File: src/rtl/apb_pkg.sv
// rtl/apb_pkg.sv - shared state type and constants for the APB requester
package apb_pkg;

    typedef enum logic [1:0] {
        IDLE   = 2'd0,
        SETUP  = 2'd1,
        ACCESS = 2'd2
    } apb_state_t;

    localparam int          APB_SLOT_BITS    = 8;
    localparam logic [31:0] APB_TIMEOUT_DATA = 32'hDEAD_BEEF;

endpackage

File: src/rtl/apb_master_if.sv
// rtl/apb_master_if.sv - APB3 bus bundle between the requester and its peripheral slaves
interface apb_master_if #(
    parameter int NUM_SLAVES = 4
);
    logic [31:0]           PADDR;
    logic [31:0]           PWDATA;
    logic                  PWRITE;
    logic                  PENABLE;
    logic [NUM_SLAVES-1:0] PSEL;
    logic [31:0]           PRDATA [NUM_SLAVES];
    logic [NUM_SLAVES-1:0] PREADY;

    modport master (
        output PADDR, PWDATA, PWRITE, PENABLE, PSEL,
        input  PRDATA, PREADY
    );

    modport slave (
        input  PADDR, PWDATA, PWRITE, PENABLE, PSEL,
        output PRDATA, PREADY
    );
endinterface

File: src/rtl/apb_addr_decoder.sv
// rtl/apb_addr_decoder.sv - maps the 256-byte slot of an address onto a slave index and one-hot select
module apb_addr_decoder
    import apb_pkg::*;
#(
    parameter int          NUM_SLAVES = 4,
    parameter logic [31:0] BASE_ADDR  = 32'h1000_0000,
    parameter int          IDX_W      = 2
) (
    input  logic [31-APB_SLOT_BITS:0] slot_addr,
    output logic                      hit,
    output logic [IDX_W-1:0]          idx,
    output logic [NUM_SLAVES-1:0]     sel
);
    localparam int SLOT_W = 32 - APB_SLOT_BITS;

    logic [SLOT_W-1:0] diff;

    // Unsigned wrap makes addresses below the window land far above NUM_SLAVES.
    always_comb begin
        diff = slot_addr - BASE_ADDR[31:APB_SLOT_BITS];
        hit  = diff < SLOT_W'(NUM_SLAVES);
        idx  = diff[IDX_W-1:0];
        for (int i = 0; i < NUM_SLAVES; i++) begin
            sel[i] = hit && (diff == SLOT_W'(i));
        end
    end
endmodule

File: src/rtl/apb_master.sv
// rtl/apb_master.sv - APB3 requester with slot decode; APB_MASTER_TIMEOUT_EN adds an ACCESS-phase abort
module apb_master
    import apb_pkg::*;
#(
    parameter int          NUM_SLAVES = 4,
    parameter logic [31:0] BASE_ADDR  = 32'h1000_0000,
    parameter int          TIMEOUT    = 16
) (
    input  logic         PCLK,
    input  logic         PRESET,
    input  logic         transfer,
    input  logic [31:0]  addr,
    input  logic         write,
    input  logic [31:0]  wdata,
    output logic [31:0]  rdata,
    output logic         ready,
    output logic         err,
    output logic         busy,
    apb_master_if.master apb
);
    localparam int IDX_W = (NUM_SLAVES > 1) ? $clog2(NUM_SLAVES) : 1;

    if (NUM_SLAVES < 1 || NUM_SLAVES > 16 || TIMEOUT < 1) begin : g_param_check
        $error("apb_master: parameter out of range");
    end

    apb_state_t            state;
    logic [NUM_SLAVES-1:0] psel_q;
    logic                  penable_q;
    logic                  pwrite_q;
    logic [31:0]           paddr_q;
    logic [31:0]           pwdata_q;
    logic [IDX_W-1:0]      idx_q;
    logic                  pend_miss;

    logic                  dec_hit;
    logic [IDX_W-1:0]      dec_idx;
    logic [NUM_SLAVES-1:0] dec_sel;
    logic                  sel_ready;
    logic                  accept_new;

`ifdef APB_MASTER_TIMEOUT_EN
    localparam int CNT_W = $clog2(TIMEOUT + 1);
    logic [CNT_W-1:0] tmo_cnt;
`endif

    apb_addr_decoder #(
        .NUM_SLAVES (NUM_SLAVES),
        .BASE_ADDR  (BASE_ADDR),
        .IDX_W      (IDX_W)
    ) u_dec (
        .slot_addr (addr[31:APB_SLOT_BITS]),
        .hit       (dec_hit),
        .idx       (dec_idx),
        .sel       (dec_sel)
    );

    assign sel_ready  = apb.PREADY[idx_q];
    assign accept_new = transfer && ((state == IDLE) || ((state == ACCESS) && sel_ready));

    assign apb.PADDR   = paddr_q;
    assign apb.PWDATA  = pwdata_q;
    assign apb.PWRITE  = pwrite_q;
    assign apb.PENABLE = penable_q;
    assign apb.PSEL    = psel_q;
    assign busy        = (state != IDLE);

    always_ff @(posedge PCLK or negedge PRESET) begin
        if (!PRESET) begin
            paddr_q  <= '0;
            pwdata_q <= '0;
            pwrite_q <= 1'b0;
        end else if (accept_new) begin
            paddr_q  <= addr;
            pwdata_q <= wdata;
            pwrite_q <= write;
        end
    end

    // A miss accepted on a completing edge cannot share that edge's ready pulse,
    // so it is parked in pend_miss and reported from IDLE one cycle later.
    always_ff @(posedge PCLK or negedge PRESET) begin
        if (!PRESET) begin
            state     <= IDLE;
            psel_q    <= '0;
            penable_q <= 1'b0;
            idx_q     <= '0;
            pend_miss <= 1'b0;
            rdata     <= '0;
            ready     <= 1'b0;
            err       <= 1'b0;
`ifdef APB_MASTER_TIMEOUT_EN
            tmo_cnt   <= '0;
`endif
        end else begin
            ready <= 1'b0;
            err   <= 1'b0;
            case (state)
                IDLE: begin
                    if (pend_miss) begin
                        ready     <= 1'b1;
                        err       <= 1'b1;
                        rdata     <= '0;
                        pend_miss <= 1'b0;
                    end
                    if (transfer) begin
                        if (dec_hit) begin
                            psel_q <= dec_sel;
                            idx_q  <= dec_idx;
                            state  <= SETUP;
                        end else if (pend_miss) begin
                            pend_miss <= 1'b1;
                        end else begin
                            ready <= 1'b1;
                            err   <= 1'b1;
                            rdata <= '0;
                        end
                    end
                end
                SETUP: begin
                    penable_q <= 1'b1;
                    state     <= ACCESS;
`ifdef APB_MASTER_TIMEOUT_EN
                    tmo_cnt   <= '0;
`endif
                end
                ACCESS: begin
                    if (sel_ready) begin
                        if (!pwrite_q) rdata <= apb.PRDATA[idx_q];
                        ready     <= 1'b1;
                        penable_q <= 1'b0;
                        if (transfer && dec_hit) begin
                            psel_q <= dec_sel;
                            idx_q  <= dec_idx;
                            state  <= SETUP;
                        end else begin
                            psel_q    <= '0;
                            pend_miss <= transfer;
                            state     <= IDLE;
                        end
                    end
`ifdef APB_MASTER_TIMEOUT_EN
                    else if (tmo_cnt == CNT_W'(TIMEOUT - 1)) begin
                        psel_q    <= '0;
                        penable_q <= 1'b0;
                        ready     <= 1'b1;
                        err       <= 1'b1;
                        rdata     <= APB_TIMEOUT_DATA;
                        state     <= IDLE;
                    end else begin
                        tmo_cnt <= tmo_cnt + 1'b1;
                    end
`endif
                end
                default: state <= IDLE;
            endcase
        end
    end
endmodule

File: src/flat_wrapper.sv
// flat-port wrapper written by rule: the top's interface ports become plain ports
module apb_master_flat import apb_pkg::*;
#(
    parameter int          NUM_SLAVES = 4,
    parameter logic [31:0] BASE_ADDR  = 32'h1000_0000,
    parameter int          TIMEOUT    = 16
)
  (PCLK, PRESET, transfer, addr, write, wdata, rdata, ready, err, busy, apb_PADDR, apb_PWDATA, apb_PWRITE, apb_PENABLE, apb_PSEL, apb_PRDATA, apb_PREADY);
  apb_master_if #(.NUM_SLAVES(NUM_SLAVES)) apb_i ();
  input  logic PCLK;
  input  logic PRESET;
  input  logic transfer;
  input  logic [31:0] addr;
  input  logic write;
  input  logic [31:0] wdata;
  output logic [31:0] rdata;
  output logic ready;
  output logic err;
  output logic busy;
  output wire logic [$bits(apb_i.PADDR)-1:0] apb_PADDR;
  output wire logic [$bits(apb_i.PWDATA)-1:0] apb_PWDATA;
  output wire logic [$bits(apb_i.PWRITE)-1:0] apb_PWRITE;
  output wire logic [$bits(apb_i.PENABLE)-1:0] apb_PENABLE;
  output wire logic [$bits(apb_i.PSEL)-1:0] apb_PSEL;
  input wire logic [$bits(apb_i.PRDATA)-1:0] apb_PRDATA;
  input wire logic [$bits(apb_i.PREADY)-1:0] apb_PREADY;
  assign apb_PADDR = apb_i.PADDR;
  assign apb_PWDATA = apb_i.PWDATA;
  assign apb_PWRITE = apb_i.PWRITE;
  assign apb_PENABLE = apb_i.PENABLE;
  assign apb_PSEL = apb_i.PSEL;
  assign apb_i.PRDATA = {>>{apb_PRDATA}};
  assign apb_i.PREADY = apb_PREADY;
  apb_master #(.NUM_SLAVES(NUM_SLAVES), .BASE_ADDR(BASE_ADDR), .TIMEOUT(TIMEOUT)) u_core (.PCLK(PCLK), .PRESET(PRESET), .transfer(transfer), .addr(addr), .write(write), .wdata(wdata), .rdata(rdata), .ready(ready), .err(err), .busy(busy), .apb(apb_i));
endmodule
File: config.mk
export PLATFORM = sky130hd
export DESIGN_NAME = apb_master_flat
export DESIGN_NICKNAME = d
export VERILOG_FILES = /design/src/rtl/apb_pkg.sv /design/src/rtl/apb_master_if.sv /design/src/rtl/apb_addr_decoder.sv /design/src/rtl/apb_master.sv /design/src/flat_wrapper.sv
export SDC_FILE = /design/constraint.sdc
export NUM_CORES = 1
export LEC_CHECK = 0
export ABC_AREA = 1
export ABC_CLOCK_PERIOD_IN_PS = 1500
export CORE_MARGIN = 8
export CORE_UTILIZATION = 39
export DETAILED_ROUTE_END_ITERATION = 7
export PLACE_DENSITY = 0.82
export REMOVE_ABC_BUFFERS = 1
export SYNTH_ARGS = -nofsm -noshare
export SYNTH_HDL_FRONTEND = slang
export SYNTH_SLANG_ARGS = --single-unit
File: constraint.sdc
create_clock -name PCLK -period 1.5 [get_ports PCLK]
set_input_delay 0.3 -clock PCLK [delete_from_list [all_inputs] [get_ports PCLK]]
set_output_delay 0.3 -clock PCLK [all_outputs]
set_load 0.01 [all_outputs]
==> results of run 1 <==
## placed cells by master (no fill, tap or decap), drive strengths merged
cell and instances:
buf 58, bufinv 1, clkbuf 16, clkdlybuf4s50 192, clkinv 2, dfrtp 109
dlygate4sd2 110, dlygate4sd3 1, inv 18, nand2 261, nand3 76, nor2 85
nor3 4, o2111ai 1, o21ai 72, o22ai 32
## flip-flops by register name, summed over array words and instances (netlist names)
name                cells
u_core.rdata           32
u_core.apb.PENABLE      1
u_core.apb.PSEL         4
u_core.apb.PWRITE       1
u_core.idx_q            2
u_core.apb.PADDR       32
u_core.state            2
u_core.ready            1
u_core.apb.PWDATA      32
u_core.err              1
u_core.pend_miss        1
## worst max-delay path: cells and delay by family, from the launching register on
family	cells	cell delay [ps]
simple gates	9	630
buf+inv	4	500
flops	1	460
## layout make-up
class,instances,area [µm²]
clock buffers,10,229
multi-input cells,531,2660
well taps,176,220
clock inverters,6,78.8
repair buffers,367,3780
fillers,1022,3530
flip-flops and latches,109,2730
inverters,15,66.3
## per-layer routing
metal | vias to the layer above | part of all wire, %
li1 | 2964 | -
met1 | 2951 | 39
met2 | 286 | 51
met3 | 67 | 5.6
met4 | 0 | 4.0
met5 | - | 0
## repair_timing
item	4_1_cts	5_1_grt
endpoints found under the hold margin	17	0
pin swaps	11	12
hold buffers	1	0
cloned	7	7
buffers inserted	10	7
gates resized for setup	188	51
setup endpoints to repair	209	106
## cell families (layout without fill, tap and decap cells)
| group | after synthesis | count (layout) |
|---|---|---|
| buf+inv | 62 | 398 |
| compound gates | 105 | 105 |
| simple gates | 425 | 426 |
| flops | 109 | 109 |
## per-stage QoR
stage	setup TNS [ps]	hold slack, ps	power [W]
after floorplan	-227030	4.41	0.00356
after global placement	-33110	204	0.00464
after detailed placement	-36010	203	0.00467
after CTS	-4110	325	0.00709
after global routing	-16940	365	0.00740
final	-8660	368	0.00713
## path summary, 6_finish.rpt
path / from / to / slack [ps] / cells after the start
max: u_core.idx_q[0] / u_core.rdata[7] / -200 / 13
min: PRESET / u_core.apb.PWDATA[15] / 370 / 2
max reg2reg: u_core.idx_q[0] / u_core.rdata[7] / -200 / 13
min reg2reg: u_core.apb.PWDATA[20] / u_core.apb.PWDATA[20] / 470 / 2
max in group asynchronous: PRESET / u_core.rdata[16] / 550 / 3
min in group PCLK: addr[18] / u_core.apb.PADDR[18] / 370 / 3
## power groups by stage
stage | Combinational, W | Sequential (W) | Clock, W
finish | 0.00147 | 0.00319 | 0.00247
CTS | 0.00140 | 0.00318 | 0.00251
global route | 0.00157 | 0.00321 | 0.00262
global placement | 0.00140 | 0.00324 | 0
floorplan | 0.000239 | 0.00332 | 0
detailed placement | 0.00142 | 0.00324 | 0
==> flow_summary_export.csv, run 1 <==
group,metric,value,unit
outcome,status,"finished with violations",
outcome,violations,"setup timing",
sta,relSlewSlack,70.5,%
global_routing,grtUsageTotal,24.7,%
sta,postLayoutSetupSlackWorst,-198,ps
detailed_routing,ant_nets,0,
synthesis,synth_mux_area_share,0,%
detailed_routing,wl_per_cell,19.5,µm
pwr,peakVddDrop,0.659,mV
sta,rsz0062_at_grt,"yes",
synthesis,syn-cell-area,5310,µm²
setup_path,cp.arrival,1940,ps
clock_tree,clk_path_buf_depth,2,
sta,fin_crit_sh,113,%
synthesis,syn_avg_cell_area,7.58,µm²
synthesis,ys_types,20,
setup_path,slowest_delay,460,ps
setup_path,cp_max_fo,8,
clock_tree,cts.sinks,109,
pwr,p_leak,4.94,nW
sta,fin_skew,8.74,ps
clock_tree,cts_tree,"done",
pwr,seq_power_share,44.8,%
setup_path,start_kind,"register",
global_routing,grt_pass1_wl,34500,µm
global_routing,use_met2,42.8,%
synthesis,synthAdderAreaFrac,0,%
sta,setup_viol,104,
sta,slew_viol_final,0,
placement,place_area,8740,µm²
global_routing,top_usage_layer,"met2",
global_routing,first_global_vias,6237,
synthesis,synth-edff-count,0,
sta,period_needed,1700,ps
sta,worstMarginPinSlew,443,ps
final_layout,fin_cells,1214,
global_routing,met3_usage,4.88,%
clock_tree,insertion_delay,350,ps
floorplan,fp.dieH,133,µm
placement,dp_cells,1171,
setup_path,critPathSlowestCell,"dfrtp_2",
floorplan,die_w,133,µm
placement,dp_hpwl,16200,µm
synthesis,synthSimpleGateAreaFrac,32.6,%
final_layout,drive_above_1_share,16.4,%
placement,portBuffers,304,
clock_tree,clk_pin_slew_worst_paths,80,ps
final_layout,area_growth,83.8,%
pwr,swShare,25.9,%
synthesis,yosysWarnings,0,
global_routing,overflow,0,
setup_path,worstSetupPathType,"register to register",
final_layout,antenna_cells,0,
floorplan,std_cell_rows,42,
synthesis,yosysSeqAreaShare,51.4,%
final_layout,final_area,9760,µm²
placement,place.gp.congestion,0.827,
global_routing,grt_antenna_before_repair,0,
synthesis,synth_compound_area_share,10.7,%
floorplan,ios,305,
final_layout,finish.utilization,73.4,%
floorplan,core-area,13300,µm²
pwr,p_int,0.00528,W
pwr,p_sw,0.00185,W
synthesis,synth-xor-area-share,0,%
pwr,p_per_area,730,nW/µm²
sta,hold_viol_final,0,
floorplan,initial_utilization,39.9,%
setup_path,end_kind,"register",
detailed_routing,wirelength,23600,µm
synthesis,synth_top_cell_by_area,"dfrtp_1",
clock_tree,numCtsBuffers,9,
global_routing,grt.met1_usage,29.5,%
detailed_routing,detail_route.iter0.violations,437,
flow_run,drv_cap,0,
synthesis,synth_top_family_by_area,"simple AND/OR/NAND/NOR gates",
setup_path,crit_chain,"inv_4 > nand2_2 > nand3_2 > nand2_1 > nand2_1 > nand2_2 > nor2_4 > buf_6 > nand2_8 > buf_12 > buf_16 > nand2_2 > nand2_1",
clock_tree,root_buffer,"clkbuf_16",
synthesis,synthCells,701,
pwr,comb_power_share,20.6,%
synthesis,yosysMostFrequentCell,"nand2_1",
synthesis,async_flop_share,100,%
placement,pre_cts_ws,-489,ps
synthesis,ys_seq_elements,109,
synthesis,ys.flop_type,"dfrtp_1",
setup_path,required,1750,ps
final_layout,nNetsFinal,1233,
detailed_routing,drc,0,
synthesis,synth_commonest_cells,"258 x nand2_1, 109 x dfrtp_1, 84 x nor2_1",
detailed_routing,vias,6268,
synthesis,yosysTopAreaCellShare,51.4,%
sta,max_freq,589,MHz
detailed_routing,drt_first_pass_iters,5,
detailed_routing,routed_via_density,5.16,
clock_tree,cts_htree_levels,3,
pwr,clkPwrFrac,34.7,%
synthesis,synth_area_leaders,"dfrtp_1 51%, nand2_1 18%, nand3_1 7.0%, o21ai_0 6.8%, nor2_1 5.9%",
hold_path,hold_path.class,"input port to asynchronous set/reset pin",
global_routing,grt_max_degree,62,
floorplan,die_area,17600,µm²
No activity file was read; power rests on OpenSTA's default activity.
==> run 2, diff against run 1 <==
--- a/config.mk
+++ b/config.mk
@@ -7,11 +7,14 @@
 export LEC_CHECK = 0
 export ABC_AREA = 1
 export ABC_CLOCK_PERIOD_IN_PS = 1500
+export CELL_PAD_IN_SITES_DETAIL_PLACEMENT = 0
+export CELL_PAD_IN_SITES_GLOBAL_PLACEMENT = 2
 export CORE_MARGIN = 8
-export CORE_UTILIZATION = 39
+export CORE_UTILIZATION = 20
 export DETAILED_ROUTE_END_ITERATION = 7
 export PLACE_DENSITY = 0.82
 export REMOVE_ABC_BUFFERS = 1
+export SLEW_MARGIN = 20
 export SYNTH_ARGS = -nofsm -noshare
 export SYNTH_HDL_FRONTEND = slang
 export SYNTH_SLANG_ARGS = --single-unit
==> constraint.sdc (replaced) <==
create_clock -name PCLK -period 1.5 [get_ports PCLK]
set_input_delay 0.3 -clock PCLK [delete_from_list [all_inputs] [get_ports PCLK]]
set_output_delay 0.3 -clock PCLK [all_outputs]
set_load 0.05 [all_outputs]
==> run 2 against run 1 <==
Effect of this change:
- the flow still finishes with violations (setup timing)
- non-clock buffer count shrank 7
- fmax grew 11%
- sequential share of layout area shrank 2.6 points
- design area grew 10%
- critical path depth shrank 3
- sequential power grew 3%
- die area grew 82%
==> flow_summary_export.csv, run 2 (synthesized netlist as in run 1, its figures left out) <==
group,metric,value,unit
outcome,status,"finished with violations",
outcome,violations,"setup timing",
placement,dp_hpwl,18800,µm
final_layout,drive_above_1_share,21.8,%
hold_path,hold_path.class,"input port to register",
hold_path,holdPathStages,3,
global_routing,grt_max_degree,48,
setup_path,end_kind,"register",
setup_path,slowest_delay,450,ps
sta,period_needed,1540,ps
setup_path,worstSetupPathType,"register to register",
pwr,p_int,0.00571,W
detailed_routing,ant_nets,0,
clock_tree,cts_htree_levels,3,
pwr,seq_power_share,40.0,%
setup_path,crit_chain,"inv_2 > nand2_1 > nand3_2 > buf_4 > nand3_4 > nand2_4 > nand2_8 > clkbuf_16 > nand2_1 > nand2_1",
setup_path,required,1750,ps
floorplan,ios,305,
clock_tree,insertion_delay,350,ps
detailed_routing,detail_route.iter0.violations,324,
placement,dp_cells,1336,
setup_path,crit_buf_inv,3,
sta,hold_viol_final,0,
setup_path,critPathSlowestCell,"dfrtp_2",
sta,postLayoutSetupSlackWorst,-35.2,ps
global_routing,overflow,0,
setup_path,cp_top_family,"simple AND/OR/NAND/NOR gates",
final_layout,finish.utilization,41.3,%
global_routing,grtUsageTotal,14.7,%
pwr,peakVddDrop,0.607,mV
clock_tree,clk_pin_slew_worst_paths,80,ps
sta,fin_crit_sh,102,%
floorplan,die_w,179,µm
final_layout,area_growth,103,%
pwr,p_sw,0.00250,W
detailed_routing,routed_via_density,4.31,
sta,fin_hold_ws,226,ps
sta,rsz0062_at_grt,"yes",
setup_path,cp_max_fo,13,
placement,place_area,10100,µm²
clock_tree,numCtsBuffers,9,
sta,setup_viol,58,
clock_tree,clk_path_buf_depth,2,
pwr,swShare,30.5,%
placement,portBuffers,304,
setup_path,cp_num_cells,10,
sta,setup-tns-final,-843,ps
sta,relSlewSlack,76.2,%
final_layout,final_cell_mix,"236 x nand2_1, 189 x clkdlybuf4s50_1, 115 x buf_12",
floorplan,std_cell_rows,59,
detailed_routing,drc,0,
setup_path,r2r_cells,10,
pwr,p_per_area,763,nW/µm²
global_routing,grt_antenna_before_repair,1,
placement,place.gp.congestion,0.784,
pwr,clkPwrFrac,30.8,%
clock_tree,cts_tree,"done",
floorplan,initial_utilization,20.4,%
setup_path,start_kind,"register",
final_layout,nNetsFinal,1225,
clock_tree,cts.sinks,109,
sta,max_freq,651,MHz
detailed_routing,vias,5889,
setup_path,cpMostUsedCell,"nand2_1",
sta,worstMarginPinSlew,358,ps
setup_path,cp.arrival,1790,ps
floorplan,core-area,26100,µm²
sta,slew_viol_final,0,
detailed_routing,wirelength,25700,µm
clock_tree,root_buffer,"clkbuf_16",
pwr,p_leak,5.00,nW
pwr,comb_power_share,29.2,%
detailed_routing,drt_first_pass_iters,4,
sta,fin_skew,8.94,ps
final_layout,final_area,10800,µm²
floorplan,fp.dieH,179,µm
final_layout,fin_cells,1366,
floorplan,die_area,32000,µm²
flow_run,drv_cap,0,
detailed_routing,wl_per_cell,18.8,µm
global_routing,grt_pass1_wl,36000,µm
global_routing,first_global_vias,5969,
final_layout,mostFrequentLayoutCell,"nand2_1",
[run 2: cell types whose count changed in the layout (fill, tap and decap cells not counted), sizes merged]
cell	before	now
inv	18	16
clkinv	2	4
dlygate4sd2	110	5
buf	58	155
diode	0	1
nand2	261	260
clkinvlp	0	1
clkdlybuf4s50	192	189
dlymetal6s2s	0	3
[run 2: path summary, 6_finish.rpt]
kind | endpoint | slack (ps) | start
worst max-delay path | u_core.apb.PADDR[0] | -40 | u_core.idx_q[0]
worst min register to register | u_core.pend_miss | 520 | u_core.pend_miss
min in group asynchronous | u_core.apb.PADDR[22] | 370 | PRESET
worst min-delay path | u_core.apb.PADDR[17] | 230 | addr[17]
worst max register to register | u_core.apb.PADDR[0] | -40 | u_core.idx_q[0]
max in group asynchronous | u_core.apb.PADDR[31] | 600 | PRESET
[run 2: per-layer routing]
metal	track usage [%]	vias to the layer above	share of wire, %
met3	2.70	10	4.5
met2	27.2	129	54
met4	2.86	0	0.70
li1	-	2938	-
met5	0	-	0
met1	17.2	2812	41
[run 2: area by class of cell]
| cell class | instances | area, µm² |
|---|---|---|
| Fill cell | 2617 | 15300 |
| Timing Repair Buffer | 360 | 4830 |
| Sequential cell | 109 | 2730 |
| Multi-Input combinational cell | 530 | 2420 |
| Tap cell | 335 | 419 |
| Clock buffer | 9 | 225 |
| Clock inverter | 7 | 82.6 |
| Inverter | 15 | 61.3 |
| Antenna cell | 1 | 2.50 |
[run 2: power groups by stage]
stage	combinational [W]	sequential (W)	clock, W
6_report	0.00240	0.00329	0.00253
5_1_grt	0.00252	0.00331	0.00278
4_1_cts	0.00236	0.00329	0.00266
3_5_place_dp	0.00233	0.00334	0
3_3_place_gp	0.00233	0.00334	0
2_1_floorplan	0.000239	0.00383	0
[run 2: timing repair]
action	CTS	global route
buffers inserted	0	1
hold buffers	1	0
cloned	1	10
resized for setup	23	40
pin swaps	1	17
endpoints found under the setup margin	94	104
hold endpoints to repair	13	0
[run 2: through the flow]
stage	total power [W]	setup WS, ps
6_report	0.00822	-35.2
4_1_cts	0.00830	-47.4
3_3_place_gp	0.00566	-433
3_5_place_dp	0.00568	-464
2_1_floorplan	0.00407	-2350
5_1_grt	0.00860	-136
[run 2: worst reg2reg max path, cell delays in order, from the launching register on]
cell	delay [ps]
dfrtp_2	450
inv_2	80
nand2_1	60
nand3_2	60
buf_4	110
nand3_4	70
nand2_4	130
nand2_8	130
clkbuf_16	240
nand2_1	70
nand2_1	40
